### src/rtl/nw_pkg.sv
// Shared types and constants for the alignment-grid controller.
// The state typedef, the traceback direction codes and the grid reset length
// live here so the controller and any grid-side logic agree on them.
package nw_pkg;

    typedef enum logic [1:0] {
        IDLE = 2'd0,
        LOAD = 2'd1,
        RUN  = 2'd2,
        DONE = 2'd3
    } state_e;

    // Traceback direction codes written by the grid alongside each {x,y} step
    localparam logic [1:0] DIR_TOP    = 2'b00;
    localparam logic [1:0] DIR_LEFT   = 2'b01;
    localparam logic [1:0] DIR_CORNER = 2'b10;

    // Number of cycles the grid is held in reset before a job starts
    localparam int LOAD_CYCLES = 2;

endpackage

### src/rtl/nw_rr_arb.sv
// Two-requester round-robin arbiter with a registered last-grant pointer.
// The requester granted most recently gets the lowest priority next time.
// The pointer resets to 1 so requester 0 wins the first contested grant.
module nw_rr_arb (
    input  logic       clk,
    input  logic       reset_n,
    input  logic [1:0] req_i,
    input  logic       en_i,
    output logic [1:0] gnt_o,
    output logic       gnt_idx_o
);

    logic last_q;
    logic last_d;

    // Pick a winner only when enabled; the pointer only moves on a real grant
    always_comb begin
        gnt_o     = 2'b00;
        gnt_idx_o = 1'b0;
        last_d    = last_q;
        if (en_i) begin
            if (req_i[0] && (!req_i[1] || last_q)) begin
                gnt_o     = 2'b01;
                gnt_idx_o = 1'b0;
                last_d    = 1'b0;
            end else if (req_i[1]) begin
                gnt_o     = 2'b10;
                gnt_idx_o = 1'b1;
                last_d    = 1'b1;
            end
        end
    end

    // Remember who was granted last
    always_ff @(posedge clk or negedge reset_n) begin
        if (!reset_n) begin
            last_q <= 1'b1;
        end else begin
            last_q <= last_d;
        end
    end

endmodule

### src/rtl/nw_grid_ctrl.sv
// Job controller for a Needleman-Wunsch alignment grid.
// Accepts jobs from two requesters round-robin, resets the grid for a fixed
// number of cycles, counts traceback steps while the grid runs and presents
// a result that is held until consumed.
// Optional feature: define NW_CTRL_TIMEOUT_EN to abort a job that runs for
// more than TIMEOUT+1 cycles; without it the controller waits forever and
// carries no cycle counter.
module nw_grid_ctrl
    import nw_pkg::*;
#(
    parameter int LENGTH      = 10,
    parameter int CWIDTH      = 2,
    parameter int CORD_LENGTH = 8,
    parameter int TIMEOUT     = 1023
) (
    input  logic                       clk,
    input  logic                       reset_n,
    input  logic                       req0_valid,
    input  logic                       req1_valid,
    output logic                       req0_ready,
    output logic                       req1_ready,
    input  logic [LENGTH*CWIDTH-1:0]   req0_s1,
    input  logic [LENGTH*CWIDTH-1:0]   req0_s2,
    input  logic [LENGTH*CWIDTH-1:0]   req1_s1,
    input  logic [LENGTH*CWIDTH-1:0]   req1_s2,
    output logic                       grid_reset,
    output logic [LENGTH*CWIDTH-1:0]   grid_s1,
    output logic [LENGTH*CWIDTH-1:0]   grid_s2,
    input  logic                       grid_valid,
    input  logic                       trace_wen,
    output logic                       res_valid,
    input  logic                       res_ready,
    output logic                       res_id,
    output logic [CORD_LENGTH:0]       res_steps,
    output logic                       res_timeout
);

    localparam int SW  = LENGTH * CWIDTH;
    localparam int STW = CORD_LENGTH + 1;
    localparam logic [STW-1:0] STEPS_MAX     = '1;
    localparam logic [1:0]     LOAD_CNT_LAST = 2'(LOAD_CYCLES - 1);

    state_e           state_q, state_d;
    logic [1:0]       load_cnt_q, load_cnt_d;
    logic [STW-1:0]   steps_q, steps_d;
    logic             id_q, id_d;
    logic [SW-1:0]    s1_q, s1_d;
    logic [SW-1:0]    s2_q, s2_d;
    logic             arb_en;
    logic [1:0]       gnt;
    logic             gnt_idx;

`ifdef NW_CTRL_TIMEOUT_EN
    localparam logic [9:0] TIMEOUT_CNT = 10'(TIMEOUT);
    logic [9:0]       cyc_q, cyc_d;
    logic             to_q, to_d;
`endif

    nw_rr_arb u_arb (
        .clk       (clk),
        .reset_n   (reset_n),
        .req_i     ({req1_valid, req0_valid}),
        .en_i      (arb_en),
        .gnt_o     (gnt),
        .gnt_idx_o (gnt_idx)
    );

    // Next-state and datapath updates for the job FSM
    always_comb begin
        state_d    = state_q;
        load_cnt_d = load_cnt_q;
        steps_d    = steps_q;
        id_d       = id_q;
        s1_d       = s1_q;
        s2_d       = s2_q;
        arb_en     = 1'b0;
`ifdef NW_CTRL_TIMEOUT_EN
        cyc_d      = cyc_q;
        to_d       = to_q;
`endif
        case (state_q)
            IDLE: begin
                arb_en = 1'b1;
                if (|gnt) begin
                    state_d    = LOAD;
                    id_d       = gnt_idx;
                    s1_d       = gnt_idx ? req1_s1 : req0_s1;
                    s2_d       = gnt_idx ? req1_s2 : req0_s2;
                    load_cnt_d = 2'd0;
                    steps_d    = '0;
`ifdef NW_CTRL_TIMEOUT_EN
                    cyc_d      = '0;
                    to_d       = 1'b0;
`endif
                end
            end
            LOAD: begin
                steps_d = '0;
`ifdef NW_CTRL_TIMEOUT_EN
                cyc_d   = '0;
`endif
                if (load_cnt_q == LOAD_CNT_LAST) begin
                    state_d = RUN;
                end else begin
                    load_cnt_d = load_cnt_q + 2'd1;
                end
            end
            RUN: begin
                if (trace_wen && (steps_q != STEPS_MAX)) begin
                    steps_d = steps_q + 1'b1;
                end
`ifdef NW_CTRL_TIMEOUT_EN
                cyc_d = cyc_q + 10'd1;
                if (grid_valid) begin
                    state_d = DONE;
                    to_d    = 1'b0;
                end else if (cyc_q == TIMEOUT_CNT) begin
                    state_d = DONE;
                    to_d    = 1'b1;
                end
`else
                if (grid_valid) begin
                    state_d = DONE;
                end
`endif
            end
            DONE: begin
                if (res_ready) begin
                    state_d = IDLE;
                end
            end
            default: begin
                state_d = IDLE;
            end
        endcase
    end

    // Job state and captured result registers
    always_ff @(posedge clk or negedge reset_n) begin
        if (!reset_n) begin
            state_q    <= IDLE;
            load_cnt_q <= 2'd0;
            steps_q    <= '0;
            id_q       <= 1'b0;
            s1_q       <= '0;
            s2_q       <= '0;
`ifdef NW_CTRL_TIMEOUT_EN
            cyc_q      <= '0;
            to_q       <= 1'b0;
`endif
        end else begin
            state_q    <= state_d;
            load_cnt_q <= load_cnt_d;
            steps_q    <= steps_d;
            id_q       <= id_d;
            s1_q       <= s1_d;
            s2_q       <= s2_d;
`ifdef NW_CTRL_TIMEOUT_EN
            cyc_q      <= cyc_d;
            to_q       <= to_d;
`endif
        end
    end

    // Ready is gated by reset so nothing is accepted while reset is held
    assign req0_ready = reset_n & gnt[0];
    assign req1_ready = reset_n & gnt[1];

    assign grid_reset = (state_q != RUN);
    assign grid_s1    = s1_q;
    assign grid_s2    = s2_q;
    assign res_valid  = (state_q == DONE);
    assign res_id     = id_q;
    assign res_steps  = steps_q;
`ifdef NW_CTRL_TIMEOUT_EN
    assign res_timeout = to_q;
`else
    assign res_timeout = 1'b0;
`endif

endmodule

### config.mk
export PLATFORM = sky130hd
export DESIGN_NAME = nw_grid_ctrl
export DESIGN_NICKNAME = d
export VERILOG_FILES = /design/src/rtl/nw_pkg.sv /design/src/rtl/nw_rr_arb.sv /design/src/rtl/nw_grid_ctrl.sv
export SDC_FILE = /design/constraint.sdc
export NUM_CORES = 1
export LEC_CHECK = 0
export CAP_MARGIN = 10
export CORE_ASPECT_RATIO = 0.5
export CORE_MARGIN = 8
export CORE_UTILIZATION = 40
export DETAILED_ROUTE_END_ITERATION = 10
export GPL_TIMING_DRIVEN = 0
export PLACE_DENSITY = 0.8
export SKIP_LAST_GASP = 1
export SYNTH_ARGS = -nofsm -noshare
export SYNTH_HDL_FRONTEND = slang
export SYNTH_HIERARCHICAL = 1
export SYNTH_SLANG_ARGS = --single-unit
### constraint.sdc
create_clock -name clk -period 4.7 [get_ports clk]
set_input_delay 0.47 -clock clk [delete_from_list [all_inputs] [get_ports clk]]
set_output_delay 0.47 -clock clk [all_outputs]
set_load 0.02 [all_outputs]
# == Word-level counts from Yosys, hierarchy flattened ==
# Index checks and enable logic that the tools add are counted.
# totals
reg_bits,55
# classes
n_addsub,2
n_eq_ne,12
n_bitwise,2
muxes,22
reduce_logical,14
# op_table
cell,count
two-way mux 20 bit,2
one-hot mux 9 bit (3 select lines),1
two-way mux 2 bit,9
two-way mux 9 bit,2
"inequality test 2 bit, second input constant",6
"adder 9 x 1 -> 9 bit, second input constant",1
"inequality test 9 bit, second input constant",1
one-hot mux 2 bit (4 select lines),1
two-way mux 1 bit,6
AND reduction 3 bit,2
"equality test 2 x 1 -> 1 bit, second input constant",2
"equality test 2 bit, second input constant",2
one-hot mux 2 bit (2 select lines),1
AND reduction 2 bit,2
AND reduction 4 bit,1
nonzero test 2 bit,2
nonzero test 3 bit,1
"adder 2 x 1 -> 2 bit, second input constant",1
bitwise AND 1 bit,2
logical AND 1 bit,2
zero test 2 bit,1
"inequality test 2 x 1 -> 1 bit, second input constant",1
OR reduction 2 bit,1
zero test 1 bit,1
logical OR 1 bit,1

# == Logic depth before layout (Yosys ltp) ==
# Gate-level depths: netlist of run 1.
# logic_depth
depth_word,8
mapped_depth,9
ltp_nobuf,7

# == Modules after synthesis ==
# The synthesis of run 1 kept the hierarchy.
# by_module_without_submodules
module,area_each_um2,n_inst,cells_per_inst
nw_grid_ctrl,2755.1,1,273
nw_rr_arb,70.1,1,9

# == Worst setup path before layout of run 1 ==
# No wires, ideal clock.
# synth_timing
path_type,reg-to-reg
start,register state_q[0]
end,register state_q[1]
arrival_time_ns,1.889
path_stages_with_launch,8
slack_ns,2.687
setup_ns,0.125
period_less_slack_ns,2.013
n_path_buf,0
cell_sequence,dfrtp_1 > inv_1 > ha_1 > nand2_1 > a21oi_1 > nor3b_4 > a2111oi_2 > mux2_2
# synth_via
elab_chain_len,6
word_cells_on_any_way,13
cone_classes,eq/ne: 7; mux: 3; reduce/logical: 3
# synth_lines
element,line_no,rtl
from (decl),nw_grid_ctrl.sv:43,"state_e state_q, state_d;"
from (signal assigned),nw_grid_ctrl.sv:152,state_q <= state_d;
zero test 2 bit,nw_grid_ctrl.sv:81,case (state_q)
two-way mux 1 bit,nw_grid_ctrl.sv:81,
via arb_en,nw_grid_ctrl.sv:49,logic arb_en;
two-way mux 2 bit,nw_rr_arb.sv:21,if (en_i) begin
via gnt[0],nw_grid_ctrl.sv:50,logic [1:0] gnt;
OR reduction 2 bit,nw_grid_ctrl.sv:84,if (|gnt) begin
inequality test 2 bit (no source line),n/a,
AND reduction 4 bit (no source line),n/a,
# The timed path passes the listed nets, and every way through them passes these cells.
# A chain may end at the register's enable or synchronous reset.

# == Worst setup path in the final report of run 1 ==
# layout_timing
start,register state_q[0]
end,output req1_ready
# layout_via
elab_chain_len,4
# layout_lines
element,line_no,rtl
zero test 2 bit,nw_grid_ctrl.sv:81,
two-way mux 1 bit,nw_grid_ctrl.sv:81,
via arb_en,nw_grid_ctrl.sv:49,
two-way mux 2 bit,nw_rr_arb.sv:21,
via gnt[1],nw_grid_ctrl.sv:50,
bitwise AND 1 bit,nw_grid_ctrl.sv:167,assign req1_ready = reset_n & gnt[1];
to (decl),nw_grid_ctrl.sv:21,"output logic req1_ready,"
# The timed path passes the listed nets, and every way through them passes these cells.

==> run metrics, run 1 <==
WP data arrival 2350 ps; WL per Instance 17.7 µm; sequence of cells on the critical path inv_1 -> ha_1 -> nand2_1 -> a21oi_1 -> buf_4 -> and2_1 -> clkdlybuf4s50_1; Tightest Hold Check Type in -> async; hold_buf cts 0; layout cell share with drive strength beyond 1 5.12%; Post-DP HPWL 7340 µm; Setup crit end kind output pin; core area 6750 µm²; Critical Path RT 4230 ps; Setup Total Neg Slack 0 ps; Seq/Total Area, Yosys 48.8%; Critical Path Fanout Max 7; grt ovf 0; first-pass GRT wire length 14,700 µm; GPL Wtd Cong 0.773; max-cap violations 0; Synth Warn # 6; DRC 0; CTS tree yes; Num Clock Sinks 55; postcts setup bufs 0; # fillers 543; Worst path slowest cell clkdlybuf4s50_1; Rows 21; Fmax 354 MHz; Mapped Cells 282; Tmin final 2820 ps; Die ar. 10,200 µm²; Area Overhead vs Synth 59.8%; top cell type's share of synthesized area 47.8%; worst skew pair latency 300 ps; Post-DRT Antenna Nets 0; initial core utilization 41.8%; outcome complete, no violations; initial antenna violation count 0; largest net degree at the start of global routing 42; routed wire length 9250 µm; post-layout util 66.9%; actual slew at the worst max-slew pin 663 ps; Root Buffer clkbuf_16; TritonCTS Buffers 5; Final Max Tran Viols 0; final net count 525; Sequential Area 1380 µm²; GRT Overall Usage 18.1%; Final Cell Area 4520 µm²; Antenna Cells 0; die width 135 µm; unrepaired setup endpoints after global routing false; CP max stage delay 610 ps; Initial DRC Count 160; die height 75.4 µm; CP Launch Type flip-flop; post-cts gate resize count 0; vias in the first global route 2,879; Pwr Total 2530 µW; Post-Syn Nets 377; clock transition at the registers of the reported paths 70 ps; clock tree buffer depth 2; Worst path top cell family by delay buffers and inverters; Worst Path Buf+Inv 3; Ports 142; Layout Skew 5.90 ps; static leakage 0.00185 µW; Worst IR Drop VDD 0.000270 V; Cell Area, Synth 2830 µm²; area of the multi-input gates 1340 µm²; Unique masters post-synth 36; Synth area leader dfrtp_1; slew margin rel. 55.5%; Final Hold Fails 0; Setup violations, final 0; 1st-pass router iterations 5; final worst path period share 60.1%; most area-consuming cells after synthesis dfrtp_1 (48%), mux2i_1 (14%), o21ai_0 (9.0%), nand2_1 (6.5%), ha_1 (3.5%); Avg Cell Area, Syn 10.0 µm²; via count 2,722; Worst Setup Path Type reg -> out; FF+latch count, synth 55; CTS HTree Levels 2; PD cells 561 nW/µm²; Placed Area 4360 µm²; vias per cell 5.21; Port Buffers 140
## path summary, 6_finish.rpt
kind / start / end / slack, ps / cells after the start
max: state_q[0] / req1_ready / 1880 / 7
min: reset_n / res_steps[2] / 110 / 1
max reg2reg: state_q[0] / grid_s1[13] / 2220 / 8
min reg2reg: grid_s2[9] / grid_s2[9] / 480 / 2
max in group asynchronous: reset_n / grid_s2[5] / 4040 / 2
min in group clk: grid_s2[9] / grid_s2[9] / 480 / 2
## synth_stat cells
library cell / instances
o211ai_1: 7
a21oi_1: 2
conb_1: 1
nand4_1: 1
inv_2: 1
ha_1: 8
nand2b_1: 2
clkbuf_1: 11
nand3b_1: 1
and2_1: 2
o21bai_1: 1
mux2_2: 2
nor2_1: 1
a2111oi_2: 1
or4_1: 6
nand4b_1: 1
o311ai_1: 3
dfrtp_1: 54
o311ai_0: 3
nor3b_4: 1
o31ai_1: 1
nand2_1: 49
a21bo_1: 1
buf_2: 5
buf_4: 2
mux2i_1: 40
o21ai_1: 1
inv_1: 6
nor2b_1: 2
or3_1: 4
or2_2: 1
o21ai_0: 51
nand3_1: 6
a22o_1: 2
dfstp_2: 1
o21a_1: 1
## kinds of logic (layout without fill, tap and decap cells)
family / after synthesis / count (layout) / share of synthesized area, %
buf+inv: 25 / 173 / 3.81
mux: 42 / 42 / 15.0
simple gates: 77 / 77 / 13.2
flops: 55 / 55 / 48.8
compound gates: 74 / 74 / 15.6
other cells: 1 / 1 / 0.133
fa+ha+maj: 8 / 8 / 3.54
## worst register-to-register path, cell delays in order (launching register included)
cell	delay (ps)
dfrtp_1	420
inv_1	100
ha_1	300
nand2_1	130
a21oi_1	70
buf_4	160
o21ai_1	540
clkbuf_1	400
o21ai_0	220
## metal layers
metal,share of wire [%],vias up,global-route usage [%]
li1,-,1298,-
met1,37,1358,17.9
met2,59,57,38.3
met3,3.5,9,3.29
met4,1.0,0,5.43
met5,0,-,0
## per-stage QoR
| step | cells | hold WS [ps] | setup slack (ps) |
|---|---|---|---|
| floorplan | 282 | 174 | 2690 |
| global placement | 514 | 463 | 562 |
| detailed placement | 515 | 437 | 2060 |
| CTS | 522 | 116 | 1870 |
| global route | 522 | 129 | 1750 |
| finish | 522 | 110 | 1880 |
## flip-flops by register name, indices dropped and copies added, names as in the netlist
register,count
load_cnt_q,2
res_steps,9
res_id,1
state_q,2
u_arb/last_q,1
grid_s1,20
grid_s2,20
## where the power goes
group          total [µW]  internal, µW  leakage, µW  switching, µW
registers             789           670     0.000700            118
logic                1330           611      0.00107            716
clock network         416           249    0.0000769            167
total                2530          1530      0.00185           1000
## layout make-up
class	count	share of cell area, %
repair buffers	141	31.4
flip-flops and latches	55	30.5
multi-input cells	202	29.7
clock buffers	6	2.85
well taps	92	2.55
plain buffers	18	1.80
clock inverters	1	0.665
inverters	7	0.582
## layout by cell type (no fill, tap or decap), types with 3 or more instances in the layout
cell	netlist	layout
clkdlybuf4s50_1	0	139
dfrtp_1	54	54
o21ai_0	51	51
nand2_1	49	49
mux2i_1	40	40
clkbuf_1	11	12
ha_1	8	8
o211ai_1	7	7
inv_1	6	6
nand3_1	6	6
buf_2	5	6
or4_1	6	6
clkbuf_16	0	5
or3_1	4	4
o311ai_1	3	3
o311ai_0	3	3
Note: power is estimated with default switching activity, not from simulation.
==> run 2, diff against run 1 <==
--- a/config.mk
+++ b/config.mk
@@ -8,10 +8,10 @@
 export CAP_MARGIN = 10
 export CORE_ASPECT_RATIO = 0.5
 export CORE_MARGIN = 8
-export CORE_UTILIZATION = 40
+export CORE_UTILIZATION = 36
 export DETAILED_ROUTE_END_ITERATION = 10
 export GPL_TIMING_DRIVEN = 0
-export PLACE_DENSITY = 0.8
+export PLACE_DENSITY = 0.76
 export SKIP_LAST_GASP = 1
 export SYNTH_ARGS = -nofsm -noshare
 export SYNTH_HDL_FRONTEND = slang
==> constraint.sdc (replaced) <==
create_clock -name clk -period 2.5 [get_ports clk]
set_input_delay 0.25 -clock clk [delete_from_list [all_inputs] [get_ports clk]]
set_output_delay 0.25 -clock clk [all_outputs]
set_load 0.02 [all_outputs]
==> run 2 against run 1 <==
Setup slack got worse by 1600 ps; combinational power increased by 86%; sequential share of layout area decreased by 0.40 points; sequential power increased by 86%; clock power increased by 78%; flip-flop and latch count unchanged; critical path depth increased by 2; critical path type is now reg -> reg.
==> run metrics, run 2 (synthesis gave the netlist of run 1 again) <==
postcts setup bufs 0 (unchanged); via count 2,659 (-2.3%); slew margin rel. 40.4% (-15 points); Die ar. 11,100 µm² (+9.2%); Critical Path RT 2680 ps (-1550 ps); most used routing layer met2; Worst Setup Path Type reg -> reg; Setup crit end kind flip-flop; sequence of cells on the critical path inv_1 -> ha_2 -> nand2_1 -> a21oi_1 -> buf_4 -> nor3b_4 -> clkbuf_1 -> o31ai_1 -> a22o_1; most common cell after layout, fill and taps aside clkdlybuf4s50_1; power share of the combinational group 52.8% (+0.4 points); Tmin final 2260 ps; Root Buffer clkbuf_16; static leakage 0.00188 µW (+1.6%); CTS tree yes; initial antenna violation count 0 (unchanged); largest net degree at the start of global routing 38 (-9.5%); Rows 22 (+4.8%); first-pass GRT wire length 14,000 µm (-4.2%); CTS HTree Levels 2 (unchanged); grt met1 use 17.4% (-0.59 points); internal power contribution 2840 µW (+86%); Worst IR Drop VDD 0.000470 V (+74%); WL per Instance 16.0 µm (-9.5%); routed wire length 8680 µm (-6.2%); die height 78.6 µm (+4.3%); area of the multi-input gates 1360 µm² (+1.3%); pre-CTS setup slack 90.0 ps (-1970 ps); vias per cell 4.91 (-5.7%); final net count 527 (+0.38%); Worst Path Buf+Inv 3 (unchanged); 1st-pass router iterations 4 (-1); Tightest Hold Check Type in -> async; sequential fraction of design power 31.4% (+0.3 points); Post-DP HPWL 6920 µm (-5.8%); actual slew at the worst max-slew pin 891 ps (+228 ps); met3 Track Usage GR 3.32% (+0.030 points); outcome complete, no violations; grt ovf 0 (unchanged); clock tree buffer depth 2 (unchanged); commonest non-fill, non-tap cells in the layout clkdlybuf4s50_1 (137), dfrtp_1 (54), o21ai_0 (51), nand2_1 (49), mux2i_1 (40); Net Sw Frac 39.4% (-0.12 points); Num Clock Sinks 55 (unchanged); clock transition at the registers of the reported paths 70 ps (about the same); Port Buffers 140 (unchanged); TritonCTS Buffers 5 (unchanged); Final Hold Fails 0 (unchanged); GPL Wtd Cong 0.758 (-2.0%); PD cells 1030 nW/µm² (+83%); initial core utilization 37.9% (-4.0 points); Final Max Tran Viols 0 (unchanged); final worst path period share 90.6%; layout cell share with drive strength beyond 1 6.24% (+1.1 points); core area 7460 µm² (+10%); Layout Skew 4.16 ps (-1.74 ps); max-cap violations 0 (unchanged); Post-DRT Antenna Nets 0 (unchanged); vias in the first global route 2,732 (-5.1%); die width 141 µm (+4.8%); Setup Total Neg Slack 0 ps (unchanged); CP Launch Type flip-flop; # fillers 649 (+20%); Worst path slowest cell dfrtp_1; Worst path top cell family by delay buffers and inverters; WP data arrival 2450 ps (+100 ps); Ports 142 (unchanged); DRC 0 (unchanged); final worst slack 235 ps (-1640 ps); Setup violations, final 0 (unchanged); Initial DRC Count 85 (-47%); Area Overhead vs Synth 62.0%; Antenna Cells 0 (unchanged); Sequential Area 1380 µm² (unchanged); GRT Overall Usage 15.5% (-2.6 points); grt met2 use 29.8% (-8.5 points); Clk pwr share 15.8% (-0.6 points); Psw 1850 µW (+85%); CP max stage delay 430 ps (-180 ps); Critical Path Fanout Max 10 (+3); Fmax 442 MHz; unrepaired setup endpoints after global routing false; worst skew pair latency 290 ps (about the same)
==> run 2: routing by layer <==
layer	share of wire [%]	up-vias
li1	-	1305
met1	39	1288
met2	57	60
met3	3.9	6
met4	0.86	0
met5	0	-
==> run 2: timing repair <==
item | 4_1_cts | 5_1_grt
endpoints found under the setup margin | 2 | 42
hold buffers | 2 | 0
gates resized for setup | 2 | 4
hold endpoints to repair | 20 | 0
==> run 2: cell type report <==
type                    count  area share, %
clock inverters             1          0.164
plain buffers              18           1.78
clock buffers               7           3.34
repair buffers            143           31.4
multi-input cells         202           29.7
well taps                 108           2.95
inverters                   7          0.574
flip-flops and latches     55           30.1
==> run 2: worst paths after layout <==
kind,startpoint,cells past startpoint,to,slack (ps)
hold reg to reg,grid_s1[7],2,grid_s1[7],480
min in group clk,grid_s1[7],2,grid_s1[7],480
setup reg to reg,state_q[0],9,load_cnt_q[1],240
setup / recovery,state_q[0],9,load_cnt_q[1],240
max in group asynchronous,reset_n,3,grid_s2[0],750
hold / removal,reset_n,3,grid_s2[9],480
==> run 2: power groups by stage <==
stage	clock, µW	combinational (µW)	sequential (µW)
3_5_place_dp	0	2490	1490
2_1_floorplan	0	954	1860
4_1_cts	767	2500	1470
6_report	742	2480	1470
3_3_place_gp	0	2450	1470
5_1_grt	811	2700	1530
==> run 2: worst reg2reg max path: cells and delay by family, from the launching register on <==
| family | cells | cell delay, ps |
|---|---|---|
| and+or+nand+nor | 2 | 490 |
| DFF | 1 | 430 |
| AOI/OAI and AO/OA | 3 | 350 |
| adders and majority gates | 1 | 240 |
| buffers and inverters | 3 | 630 |
==> run 2: metrics by stage <==
stage,total power (µW),hold slack [ps],util (%),std cells,cell area (µm²)
final,4690,476,61.3,541,4580
after global routing,5030,500,61.3,541,4580
after CTS,4740,485,61.1,541,4560
after detailed placement,3980,243,58.7,531,4380
after global placement,3920,461,58.5,530,4360
after floorplan,2820,-45.6,-,282,2830
==> run 3, diff against run 2 <==
--- a/config.mk
+++ b/config.mk
@@ -12,6 +12,8 @@
 export DETAILED_ROUTE_END_ITERATION = 10
 export GPL_TIMING_DRIVEN = 0
 export PLACE_DENSITY = 0.76
+export RECOVER_POWER = 100
+export SETUP_SLACK_MARGIN = 0.05
 export SKIP_LAST_GASP = 1
 export SYNTH_ARGS = -nofsm -noshare
 export SYNTH_HDL_FRONTEND = slang
==> run 3 against run 2 <==
Via count shrank 0.30%; core utilization down 0.13 points; critical path type unchanged; sequential share of layout area up 0.066 points; clock skew is 0.61 ps higher; routed wire length is essentially flat; setup slack worse by 11 ps; worst hold slack worse by 3.3 ps; count of clock-buffer cells in the layout stayed put; power down 2.9%; clock power is essentially flat; critical path depth unchanged.
==> run metrics, run 3 (synthesis gave the netlist of run 1 again) <==
outcome complete, no violations; Final Max Tran Viols 0 (unchanged); RR Endpoint load_cnt_q[1]; Setup crit start state_q[0]; Ports 142 (unchanged); final worst path period share 91.0% (+0.42 points); worst skew pair latency 290 ps (about the same); CP max stage delay 430 ps (about the same); WL per Instance 16.0 µm (about the same); Area Overhead vs Synth 61.6%; max-cap violations 0 (unchanged); Die ar. 11,100 µm² (unchanged); FF-to-FF path depth 9 (unchanged); TritonCTS Buffers 5 (unchanged); die height 78.6 µm (unchanged); commonest non-fill, non-tap cells in the layout clkdlybuf4s50_1 (85), dfrtp_1 (54), dlygate4sd3_1 (54), o21ai_0 (51), nand2_1 (49); Root Buffer clkbuf_16; final worst slack 225 ps (-10.5 ps); power share of the combinational group 51.7% (-1.1 points); initial antenna violation count 0 (unchanged); Worst Setup Path Type reg -> reg; sequential fraction of design power 32.0% (+0.6 points); Psw 1840 µW (-0.71%); clock transition at the registers of the reported paths 70 ps (about the same); CTS tree yes; cell count along the critical path 9 (unchanged); reg-to-reg startpoint state_q[0]; Worst path slowest cell dfrtp_1; 1st-pass router iterations 4 (unchanged); Rows 22 (unchanged); Initial DRC Count 85 (unchanged); Tmin final 2280 ps (+10.5 ps); GRT Overall Usage 15.5% (unchanged); Critical Path Fanout Max 10 (unchanged); internal power contribution 2720 µW (-4.4%); core area 7460 µm² (unchanged); Fin Hold WS 472 ps (-3.29 ps); final net count 527 (unchanged); PD cells 997 nW/µm² (-2.7%); routed wire length 8670 µm (about the same); pre-CTS setup slack 90.0 ps (unchanged); Post-DP HPWL 6920 µm (unchanged); clock tree buffer depth 2 (unchanged); Num Clock Sinks 55 (unchanged); area of the multi-input gates 1360 µm² (unchanged); CTS HTree Levels 2 (unchanged); Critical Path RT 2680 ps (about the same); most common cell after layout, fill and taps aside clkdlybuf4s50_1; Setup Total Neg Slack 0 ps (unchanged); Layout Skew 4.76 ps (+0.607 ps); Clk pwr share 16.3% (+0.5 points); Tightest Hold Check Type reg -> reg; post-layout util 61.2% (-0.13 points); Min-Delay Path Depth 2; DRC 0 (unchanged); reg2reg setup slack 220 ps (about the same); Worst path top cell family by delay buffers and inverters; actual slew at the worst max-slew pin 885 ps (-6.04 ps); vias per cell 4.90 (-0.30%); largest net degree at the start of global routing 38 (unchanged); Final Hold Fails 0 (unchanged); static leakage 0.00194 µW (+3.5%); Antenna Cells 0 (unchanged); Worst IR Drop VDD 0.000454 V (-3.4%); vias in the first global route 2,732 (unchanged); Final Cell Area 4570 µm² (-0.22%); slew margin rel. 40.8% (+0.40 points); Setup crit end kind flip-flop; Port Buffers 140 (unchanged); Fmax 439 MHz (-0.46%); Net Sw Frac 40.3% (+0.90 points); Sequential Area 1380 µm² (unchanged); Worst Setup EP load_cnt_q[1]; CP Launch Type flip-flop; grt ovf 0 (unchanged); Post-DRT Antenna Nets 0 (unchanged); Placed Area 4380 µm² (unchanged); # fillers 651 (+0.31%); via count 2,651 (-0.30%); layout cell share with drive strength beyond 1 6.00% (-0.23 points); Worst Path Buf+Inv 3 (unchanged); unrepaired setup endpoints after global routing false; initial core utilization 37.9% (unchanged); first-pass GRT wire length 14,000 µm (unchanged); die width 141 µm (unchanged); Setup violations, final 0 (unchanged); GPL Wtd Cong 0.758 (unchanged); WP data arrival 2460 ps (about the same); sequence of cells on the critical path inv_1 -> ha_2 -> nand2_1 -> a21oi_1 -> buf_4 -> nor3b_4 -> clkbuf_1 -> o31ai_1 -> a22o_1
[run 3: cell count changes in the layout (fill, tap and decap cells not counted), sizes merged]
| cell | previous run | this run |
|---|---|---|
| dlygate4sd3 | 2 | 54 |
| clkdlybuf4s50 | 137 | 85 |
| dlymetal6s2s | 1 | 0 |
| clkbuf | 18 | 21 |
| buf | 9 | 7 |
[run 3: worst min-delay path by stage]
stage	startpoint	slack, ps	end
2_1_floorplan	reset_n	-50	grid_s1[0]
3_3_place_gp	grid_s2[2]	460	grid_s2[2]
3_5_place_dp	reset_n	240	grid_s2[4]
4_1_cts	reset_n	490	grid_s2[10]
5_1_grt	grid_s2[11]	490	grid_s2[11]
6_report	grid_s1[7]	470	grid_s1[7]
[run 3: repair_timing]
| action | in CTS | in global routing |
|---|---|---|
| cloned | 0 | 0 |
| hold buffers | 2 | 0 |
| endpoints found under the setup margin | 3 | 45 |
| gates resized for setup | 2 | 4 |
| setup buffers | 0 | 0 |
| hold endpoints to repair | 20 | 0 |
[run 3: metal layers]
layer	global-route usage, %	vias up	routed length (µm)
li1	-	1308	-
met1	17.4	1275	3330
met2	29.8	62	4890
met3	3.32	6	373
met4	3.72	0	75
met5	0	-	0
[run 3: tightest hold or removal path, stage by stage (launching register included)]
cell and delay (ps):
dfrtp_1 340, nand2_1 40, o21ai_0 60
[run 3: layout make-up]
type	count	area share, %
Clock inverter	1	0.164
Clock buffer	7	3.34
Tap cell	108	2.96
Buffer	18	1.78
Inverter	7	0.575
Sequential cell	55	30.2
Multi-Input combinational cell	202	29.7
Timing Repair Buffer	143	31.3
[run 3: per-stage QoR]
step | instances | power (µW)
3_5_place_dp | 531 | 3980
2_1_floorplan | 282 | 2820
5_1_grt | 541 | 4890
3_3_place_gp | 530 | 3920
6_report | 541 | 4550
4_1_cts | 541 | 4740
[run 3: power groups by stage]
stage	sequential [µW]	clock, µW	combinational (µW)
after floorplan	1860	0	954
after global placement	1470	0	2450
after detailed placement	1490	0	2490
after CTS	1470	767	2500
after global routing	1510	811	2570
final	1460	743	2350
